## src/rtl/divider_pkg.sv

```systemverilog
`default_nettype none
// ============================================================================
//  Module      : divider_pkg
//  Description : Shared fixed-point definitions for the arithmetic unit:
//                default operand format, saturation constants and the
//                operation-controller state encoding used by both the
//                multiplier and the divider.
//  Revision    : 1.0  initial release
// ============================================================================
package divider_pkg;

  // Default format is Q5.10: 1.0 == 16'h0400
  localparam int DEFAULT_WIDTH     = 16;
  localparam int DEFAULT_FRAC_BITS = 10;

  // Saturation limits for the default width
  localparam logic [DEFAULT_WIDTH-1:0] FX_MAX = 16'h7FFF;
  localparam logic [DEFAULT_WIDTH-1:0] FX_MIN = 16'h8000;

  // Controller state encoding
  typedef enum logic [1:0] {
    ST_IDLE = 2'd0,
    ST_CALC = 2'd1,
    ST_FIX  = 2'd2,
    ST_DONE = 2'd3
  } fx_state_t;

endpackage : divider_pkg
`default_nettype wire

```

## src/rtl/divider_fx_saturate.sv

```systemverilog
`default_nettype none
// ============================================================================
//  Module      : fx_saturate
//  Description : Combinational sign application and saturation of an
//                unsigned quotient/product magnitude to a signed WIDTH-bit
//                fixed-point result.
//  Ports       : sign     - result is negative
//                q        - unsigned magnitude (Q_WIDTH bits)
//                divzero  - force saturation by the sign of the dividend
//                result   - signed, saturated WIDTH-bit value
//                overflow - set when the result saturated
//  Revision    : 1.0  initial release
// ============================================================================
module fx_saturate
  import divider_pkg::*;
#(
  parameter int WIDTH   = DEFAULT_WIDTH,
  parameter int Q_WIDTH = DEFAULT_WIDTH + DEFAULT_FRAC_BITS
) (
  input  logic               sign,
  input  logic [Q_WIDTH-1:0] q,
  input  logic               divzero,
  output logic [WIDTH-1:0]   result,
  output logic               overflow
);

  localparam logic [WIDTH-1:0]   C_MAX_VAL = {1'b0, {(WIDTH-1){1'b1}}};
  localparam logic [WIDTH-1:0]   C_MIN_VAL = {1'b1, {(WIDTH-1){1'b0}}};
  // Largest magnitudes representable as positive / negative results
  localparam logic [Q_WIDTH-1:0] C_POS_LIM = {{(Q_WIDTH-WIDTH+1){1'b0}}, {(WIDTH-1){1'b1}}};
  localparam logic [Q_WIDTH-1:0] C_NEG_LIM = {{(Q_WIDTH-WIDTH){1'b0}}, 1'b1, {(WIDTH-1){1'b0}}};

  logic [WIDTH-1:0] w_q_low;
  logic [WIDTH-1:0] w_q_neg;

  assign w_q_low = q[WIDTH-1:0];
  assign w_q_neg = -w_q_low;

  always_comb begin
    result   = w_q_low;
    overflow = 1'b0;
    if (divzero) begin
      // With B == 0 the sign flag equals the dividend sign
      result   = sign ? C_MIN_VAL : C_MAX_VAL;
      overflow = 1'b1;
    end else if (!sign && (q > C_POS_LIM)) begin
      result   = C_MAX_VAL;
      overflow = 1'b1;
    end else if (sign && (q > C_NEG_LIM)) begin
      result   = C_MIN_VAL;
      overflow = 1'b1;
    end else if (sign) begin
      result   = w_q_neg;
    end
  end

endmodule : fx_saturate
`default_nettype wire

```

## src/rtl/divider.sv

```systemverilog
`default_nettype none
// ============================================================================
//  Module      : divider
//  Description : Sequential signed fixed-point divider, restoring algorithm,
//                one quotient bit per cycle. Result truncates toward zero and
//                saturates on overflow and divide-by-zero.
//  Ports       : clk, rst        - clock, synchronous active-high reset
//                A, B            - dividend / divisor, sampled on accept
//                start           - request, acted on at its rising edge
//                result          - quotient (held until next completion)
//                overflow_flag   - result saturated or B was zero
//                finish          - high while outputs hold a completed op
//  Revision    : 1.0  initial release
// ============================================================================
module divider
  import divider_pkg::*;
#(
  parameter int WIDTH     = DEFAULT_WIDTH,
  parameter int FRAC_BITS = DEFAULT_FRAC_BITS
) (
  input  logic             clk,
  input  logic             rst,
  input  logic [WIDTH-1:0] A,
  input  logic [WIDTH-1:0] B,
  input  logic             start,
  output logic [WIDTH-1:0] result,
  output logic             overflow_flag,
  output logic             finish
);

  localparam int               C_Q_WIDTH   = WIDTH + FRAC_BITS;
  localparam int               C_CNT_W     = $clog2(C_Q_WIDTH);
  localparam logic [C_CNT_W-1:0] C_LAST_ITER = C_CNT_W'(C_Q_WIDTH - 1);
  localparam logic [C_CNT_W-1:0] C_CNT_ONE   = C_CNT_W'(1);

  fx_state_t              r_state;
  fx_state_t              w_state_next;
  logic                   r_start_q;
  logic                   r_sign;
  logic                   r_divzero;
  logic [WIDTH-1:0]       r_mag_b;
  logic [WIDTH:0]         r_rem;
  // Shifts dividend bits out of the top while quotient bits enter the bottom;
  // after the last iteration it holds the quotient magnitude.
  logic [C_Q_WIDTH-1:0]   r_dvd;
  logic [C_CNT_W-1:0]     r_cnt;
  logic [WIDTH-1:0]       r_result;
  logic                   r_ovf;
  logic                   r_finish;

  logic                   w_accept;
  logic [WIDTH-1:0]       w_mag_a;
  logic [WIDTH+1:0]       w_rem_shift;
  logic [WIDTH:0]         w_diff;
  logic                   w_fits;
  logic [WIDTH-1:0]       w_sat_result;
  logic                   w_sat_ovf;

  // Requests are only taken when no operation is in flight
  assign w_accept = start & ~r_start_q & ((r_state == ST_IDLE) | (r_state == ST_DONE));

  // 0x8000 maps to magnitude 32768, which fits as unsigned
  assign w_mag_a = A[WIDTH-1] ? -A : A;

  assign w_rem_shift = {r_rem, r_dvd[C_Q_WIDTH-1]};
  assign w_fits      = (w_rem_shift >= {2'b00, r_mag_b});
  assign w_diff      = w_rem_shift[WIDTH:0] - {1'b0, r_mag_b};

  fx_saturate #(
    .WIDTH   (WIDTH),
    .Q_WIDTH (C_Q_WIDTH)
  ) u_sat (
    .sign     (r_sign),
    .q        (r_dvd),
    .divzero  (r_divzero),
    .result   (w_sat_result),
    .overflow (w_sat_ovf)
  );

  always_ff @(posedge clk) begin
    if (rst) r_state <= ST_IDLE;
    else     r_state <= w_state_next;
  end

  always_comb begin
    w_state_next = r_state;
    case (r_state)
      ST_IDLE: if (w_accept) w_state_next = ST_CALC;
      ST_CALC: if (r_cnt == C_LAST_ITER) w_state_next = ST_FIX;
      ST_FIX:  w_state_next = ST_DONE;
      ST_DONE: if (w_accept) w_state_next = ST_CALC;
      default: w_state_next = ST_IDLE;
    endcase
  end

  always_ff @(posedge clk) begin
    if (rst) begin
      r_start_q <= 1'b0;
      r_sign    <= 1'b0;
      r_divzero <= 1'b0;
      r_mag_b   <= '0;
      r_rem     <= '0;
      r_dvd     <= '0;
      r_cnt     <= '0;
      r_result  <= '0;
      r_ovf     <= 1'b0;
      r_finish  <= 1'b0;
    end else begin
      r_start_q <= start;
      if (w_accept) begin
        r_sign    <= A[WIDTH-1] ^ B[WIDTH-1];
        r_divzero <= (B == '0);
        r_mag_b   <= B[WIDTH-1] ? -B : B;
        r_rem     <= '0;
        r_dvd     <= {w_mag_a, {FRAC_BITS{1'b0}}};
        r_cnt     <= '0;
        r_finish  <= 1'b0;
      end else begin
        case (r_state)
          ST_CALC: begin
            r_rem <= w_fits ? w_diff : w_rem_shift[WIDTH:0];
            r_dvd <= {r_dvd[C_Q_WIDTH-2:0], w_fits};
            r_cnt <= r_cnt + C_CNT_ONE;
          end
          ST_FIX: begin
            r_result <= w_sat_result;
            r_ovf    <= w_sat_ovf;
            r_finish <= 1'b1;
          end
          default: ;
        endcase
      end
    end
  end

  assign result        = r_result;
  assign overflow_flag = r_ovf;
  assign finish        = r_finish;

endmodule : divider
`default_nettype wire

```

## config.mk

```make
export PLATFORM = sky130hd
export DESIGN_NAME = divider
export DESIGN_NICKNAME = d
export VERILOG_FILES = /design/src/rtl/divider_pkg.sv /design/src/rtl/divider_fx_saturate.sv /design/src/rtl/divider.sv
export SDC_FILE = /design/constraint.sdc
export NUM_CORES = 1
export LEC_CHECK = 0
export CORE_ASPECT_RATIO = 0.8
export CORE_MARGIN = 2
export CORE_UTILIZATION = 55
export CTS_CLUSTER_DIAMETER = 80
export DETAILED_ROUTE_END_ITERATION = 8
export PLACE_DENSITY = 0.85
export SLEW_MARGIN = 20
export SYNTH_ARGS = -nofsm -noshare
export SYNTH_HDL_FRONTEND = slang
export SYNTH_SLANG_ARGS = --single-unit
```

## constraint.sdc

```tcl
create_clock -name clk -period 3.6 [get_ports clk]
set_input_delay 0.54 -clock clk [delete_from_list [all_inputs] [get_ports clk]]
set_output_delay 0.54 -clock clk [all_outputs]
set_load 0.1 [all_outputs]
```

Yosys cells after proc, flatten, opt, wreduce, memory -nomap -nowiden
Index checks and enable logic that the tools add are counted.
{"block": "totals", "reg_bits": 87, "inputBits": 35, "output_inout_bits": 18, "wordCells": 58}
{"block": "classes", "addsub": 5, "magnitude_cmp": 3, "eq_ne": 6, "mux": 16, "n_bitwise": 6, "n_reduce_logical": 10}
{"op": "16-bit 2-to-1 mux", "n": 7}
{"op": "26-bit 2-to-1 mux", "n": 2}
{"op": "16-bit negator", "n": 3}
{"op": "26-bit by 15-bit > comparator with 1-bit output, second input constant", "n": 1}
{"op": "26-bit by 16-bit > comparator with 1-bit output, second input constant", "n": 1}
{"op": "18-bit by 16-bit greater-or-equal comparator with 1-bit output", "n": 1}
{"op": "17-bit 2-to-1 mux", "n": 1}
{"op": "17-bit by 16-bit subtractor with 17-bit output", "n": 1}
{"op": "16-bit zero test", "n": 1}
{"op": "2-bit case mux with 3 select lines", "n": 1}
{"op": "5-bit by 1-bit adder with 5-bit output, second input constant", "n": 1}
{"op": "5-bit equality test, second input constant", "n": 1}
{"op": "2-bit equality test, second input constant", "n": 2}
{"op": "2-bit 2-to-1 mux", "n": 2}
{"op": "2-bit AND reduction", "n": 2}
{"op": "2-bit OR reduction", "n": 2}
{"op": "1-bit 2-to-1 mux", "n": 3}
{"op": "1-bit bitwise AND", "n": 2}
{"op": "2-bit by 1-bit equality test with 1-bit output, second input constant", "n": 1}
{"op": "1-bit logical AND", "n": 2}
{"op": "2-bit zero test", "n": 1}
{"op": "2-bit by 1-bit inequality test with 1-bit output, second input constant", "n": 1}
{"op": "2-bit inequality test, second input constant", "n": 1}
{"op": "1-bit inverter", "n": 2}
{"op": "other kinds (4)", "n": 4}

Logic depth before layout (Yosys ltp)
{"block": "depth", "word_depth": 5, "mapped_depth": 12, "depth_no_buf": 11}

By module
A second synthesis with hierarchy kept.
{"block": "unflattened", "hier_cells": 657, "area_unflattened_um2": 5452.7}
{"module": "divider", "n_inst": 1, "cells_each": 571, "area_each_um2": 4884.7, "seq_area_each_um2": 1741.7}
{"module": "fx_saturate", "n_inst": 1, "cells_each": 86, "area_each_um2": 568.0, "seq_area_each_um2": 0.0}

Least setup slack after synthesis
Ideal clock, no wire load.
{"block": "synth_timing", "kind": "reg-to-reg", "start": "register r_dvd[25]", "end": "register r_rem[10]", "setup_time_ns": 0.132, "arrival_time_ns": 2.543, "t_required_ns": 3.468, "setup_slack_ns": 0.925, "stages_incl_launch_ff": 13, "path_buffers": 1, "synth_period_minus_slack_ns": 2.675, "cell_sequence": "dfxtp_1 -> inv_1 -> ha_1 -> inv_1 -> fa_1 -> a211oi_2 -> o21bai_1 -> o21a_1 -> o31ai_1 -> nand2_2 -> buf_4 -> mux2i_1 -> a21oi_1"}
{"block": "synth_via", "elab_chain_len": 2, "word_cells_on_any_way": 3, "cone_classes": "add/sub: 1; order compare: 1; mux: 1"}
{"item": "from (decl)", "line": "divider.sv:45", "rtl": "logic [C_Q_WIDTH-1:0] r_dvd;"}
{"item": "from (signal assigned)", "line": "divider.sv:115", "rtl": "r_dvd <= {w_mag_a, {FRAC_BITS{1'b0}}};"}
{"item": "from (signal assigned)", "line": "divider.sv:122", "rtl": "r_dvd <= {r_dvd[C_Q_WIDTH-2:0], w_fits};"}
{"item": "17-bit by 16-bit subtractor with 17-bit output or 18-bit by 16-bit greater-or-equal comparator with 1-bit output (tied branches)", "line": "divider.sv:67, divider.sv:66"}
{"item": "17-bit 2-to-1 mux *", "line": "divider.sv:121", "rtl": "r_rem <= w_fits ? w_diff : w_rem_shift[WIDTH:0];"}
{"item": "to (signal assigned)", "line": "divider.sv:121"}
{"item": "to (decl)", "line": "divider.sv:42", "rtl": "logic [WIDTH:0] r_rem;"}
Mark *: on every way between the ends. The rest lies on a longest branch, timed or not.
A chain may end at the register's enable or synchronous reset.

Final worst setup path
{"block": "layout_timing", "start": "register r_dvd[25]", "end": "register r_rem[8]"}
Same word-level chain as after synthesis.

==> results.md <==
- Pwr Total: 6.90 mW
- Hold depth: 2
- Vias per inst: 6.07
- FP Rows: 32
- Synth warnings: 0
- Fmax: 0.322 GHz
- Htree depth: 3
- Inserted Diodes: 0
- Slew margin rel.: 32.5%
- Worst Setup Path Type: reg -> reg
- Syn-to-layout area delta: 14.3%
- Asr flop ratio synth: 0%
- Final setup TNS: 0 ps
- Final setup violation count: 0
- CTS sink cnt: 87
- Power density over the cells: 1090 nW/um2
- Crit path time final: 3110 ps
- Switching Share: 50.3%
- Leakage: 2.37 nW
- First-pass GRT wire length: 22600 um
- Num CTS Buffers: 9
- Std-Cell Core Area: 9730 um2
- Peak fanout along the critical path: 14
- Setup repair after global routing missed its margin: false
- Detailed Place HPWL: 9930 um
- CP Data Required Time: 3860 ps
- Internal power: 3.43 mW
- Post-CTS setup buffers: 0
- Synth Cell Area: 5540 um2
- EDFF count, synth: 0
- Routed Antenna Nets: 0
- Flop pwr share: 22.1%
- Setup crit start kind: flip-flop
- R2R Path End: r_rem[8]$_SDFFE_PP0P_
- Hold_sp: result[5]$_SDFFE_PP0P_
- Post-CTS Hold Fix Bufs: 0
- Count of pins over their slew limit: 0
- Finished Core Util: 65.1%
- Worst r2r src: r_dvd[25]$_SDFFE_PP0P_
- Syn Nets: 751
- Top_reg_cell synth: dfxtp_1
- Largest net degree at the start of global routing: 63
- Hold Crit Class: reg -> reg
- Final GP Congestion: 0.916
- Final hold violation count: 0
- Psw: 3.47 mW
- Total track usage: 25.7%
- Initial antenna violation count: 0
- Clk buf depth: 2
- Vias in the first global route: 4849
- Ports: 53
- Initial drt markers: 509
- Post-synthesis cell count: 690
- Total die area: 10900 um2
- Via count: 5206
- Hold EP: result[5]$_SDFFE_PP0P_
- Clock slew seen by the registers of the worst setup and hold paths: 60 ps
- Count of unique library cells instantiated by Yosys: 62
- Worst EP arrival: 3360 ps
- Max-cap viol count: 0
- Most common cell after layout, fill and taps aside: dfxtp_1
- Clock Skews: 7.96 ps
- Comb pwr share: 65.5%
- Drt first pass iters: 5
- Wirelength per Cell: 15.9 um
- Gr ovfl total: 0
- Initial Util: 56.9%
- DIE WIDTH: 116 um
- Worst-Margin Slew: 1010 ps
- CP Capture Type: flip-flop
- FF+latch count, synth: 87
- Worst-Skew Late Latency: 340 ps
- Largest area contributor in the netlist: dfxtp_1
- # resized after CTS: 0
- Sequential share of the synthesized area: 31.4%
- Final WL: 13600 um
- # DRC: 0
- Clock power share: 12.4%
- Layout cells sized above 1: 4.44%
- CTS tree: yes
- Die Y: 93.8 um
- Post-synth top area share: 31.4%
- PortBufs: 52
- Part of the cycle the worst path needs: 86.3%
- Total Nets Final: 777
- Outcome: complete, no violations
- Reg2Reg Setup Slack: 490 ps
- Synthesized area per cell: 8.03 um2
- Synth area leaders: dfxtp_1 31%, mux2i_1 6.5%, nor2_1 5.8%
- Most frequent cells in the layout: 87 x dfxtp_1, 86 x nor2_1, 52 x clkdlybuf4s50_1
- CTS root buffer: clkbuf_16
- Peak VDD IR: 0.386 mV
- R2R depth: 11
-- flip-flops by register name, summed over array words and instances (netlist names) --
name	count
finish	1
overflow_flag	1
r_cnt	5
r_divzero	1
r_dvd	26
r_mag_b	16
r_rem	17
r_sign	1
r_start_q	1
r_state	2
result	16
-- cells in the mapped netlist, types with 13 or more instances --
master	count
a211oi_1	39
a21oi_1	39
clkbuf_1	30
dfxtp_1	87
ha_1	25
inv_1	35
mux2i_1	36
nand2_1	46
nand3_1	13
nor2_1	86
nor3_1	19
o21ai_0	40
o31ai_1	14
xnor2_1	30
xor2_1	14
-- worst max-delay path: stages (launching register included) --
cell      delay, ps
dfxtp_1         320
inv_1            70
ha_1            150
inv_1            50
fa_1            430
a211oi_2        280
o21bai_1        120
o21a_1          210
o31ai_1         550
nand2_2         390
mux2i_1         210
a211oi_1        230
-- routing by layer --
| metal | up-vias | GRT usage, % | wire length, um |
|---|---|---|---|
| met2 | 234 | 40.7 | 6170 |
| met3 | 22 | 3.74 | 1150 |
| li1 | 2542 | - | - |
| met5 | - | 0 | 0 |
| met1 | 2408 | 36.4 | 6130 |
| met4 | 0 | 7.44 | 182 |
-- how the worst max path moves through the flow --
| stage | slack, ps | start | cells past startpoint | end |
|---|---|---|---|---|
| after floorplan | 920 | r_dvd[25]$_SDFFE_PP0P_ | 12 | r_rem[10]$_SDFFE_PP0P_ |
| after global placement | 660 | r_dvd[25]$_SDFFE_PP0P_ | 11 | r_rem[12]$_SDFFE_PP0P_ |
| after detailed placement | 570 | r_dvd[25]$_SDFFE_PP0P_ | 11 | r_rem[12]$_SDFFE_PP0P_ |
| after CTS | 530 | r_dvd[25]$_SDFFE_PP0P_ | 11 | r_rem[8]$_SDFFE_PP0P_ |
| after global routing | 250 | r_dvd[25]$_SDFFE_PP0P_ | 11 | r_rem[12]$_SDFFE_PP0P_ |
| final | 490 | r_dvd[25]$_SDFFE_PP0P_ | 11 | r_rem[8]$_SDFFE_PP0P_ |
-- kinds of logic after synthesis --
kind of cell	after synthesis	share of synthesized area (%)
compound gates	194	23.4
mux	37	6.71
xor+xnor	44	6.96
fa+ha+maj	26	6.01
flops	87	31.4
buf+inv	78	6.14
simple gates	224	19.4
-- area by class of cell --
| cell class | count | area, um2 |
|---|---|---|
| inverter | 35 | 131 |
| fill | 791 | 3400 |
| clock inverter | 3 | 20.0 |
| multi-input combinational | 525 | 3460 |
| tap | 136 | 170 |
| sequential | 87 | 1740 |
| timing repair buffer | 58 | 566 |
| clock buffer | 13 | 240 |
-- through the flow --
step | setup slack [ps] | hold slack [ps] | area [um2] | std cells
2_1_floorplan | 925 | 441 | 5540 | 690
4_1_cts | 531 | 449 | 6330 | 857
3_3_place_gp | 659 | 440 | 6070 | 841
6_report | 494 | 446 | 6330 | 857
5_1_grt | 245 | 465 | 6330 | 857
3_5_place_dp | 571 | 441 | 6070 | 841
-- power by group through the flow --
stage	logic (mW)	clock network [mW]	registers [mW]
final	4.52	0.853	1.53
after global routing	4.90	0.885	1.56
after CTS	4.45	0.856	1.52
after detailed placement	4.43	0	1.53
after global placement	4.30	0	1.52
after floorplan	3.08	0	2.00
Note: power is estimated with default switching activity, not from simulation.
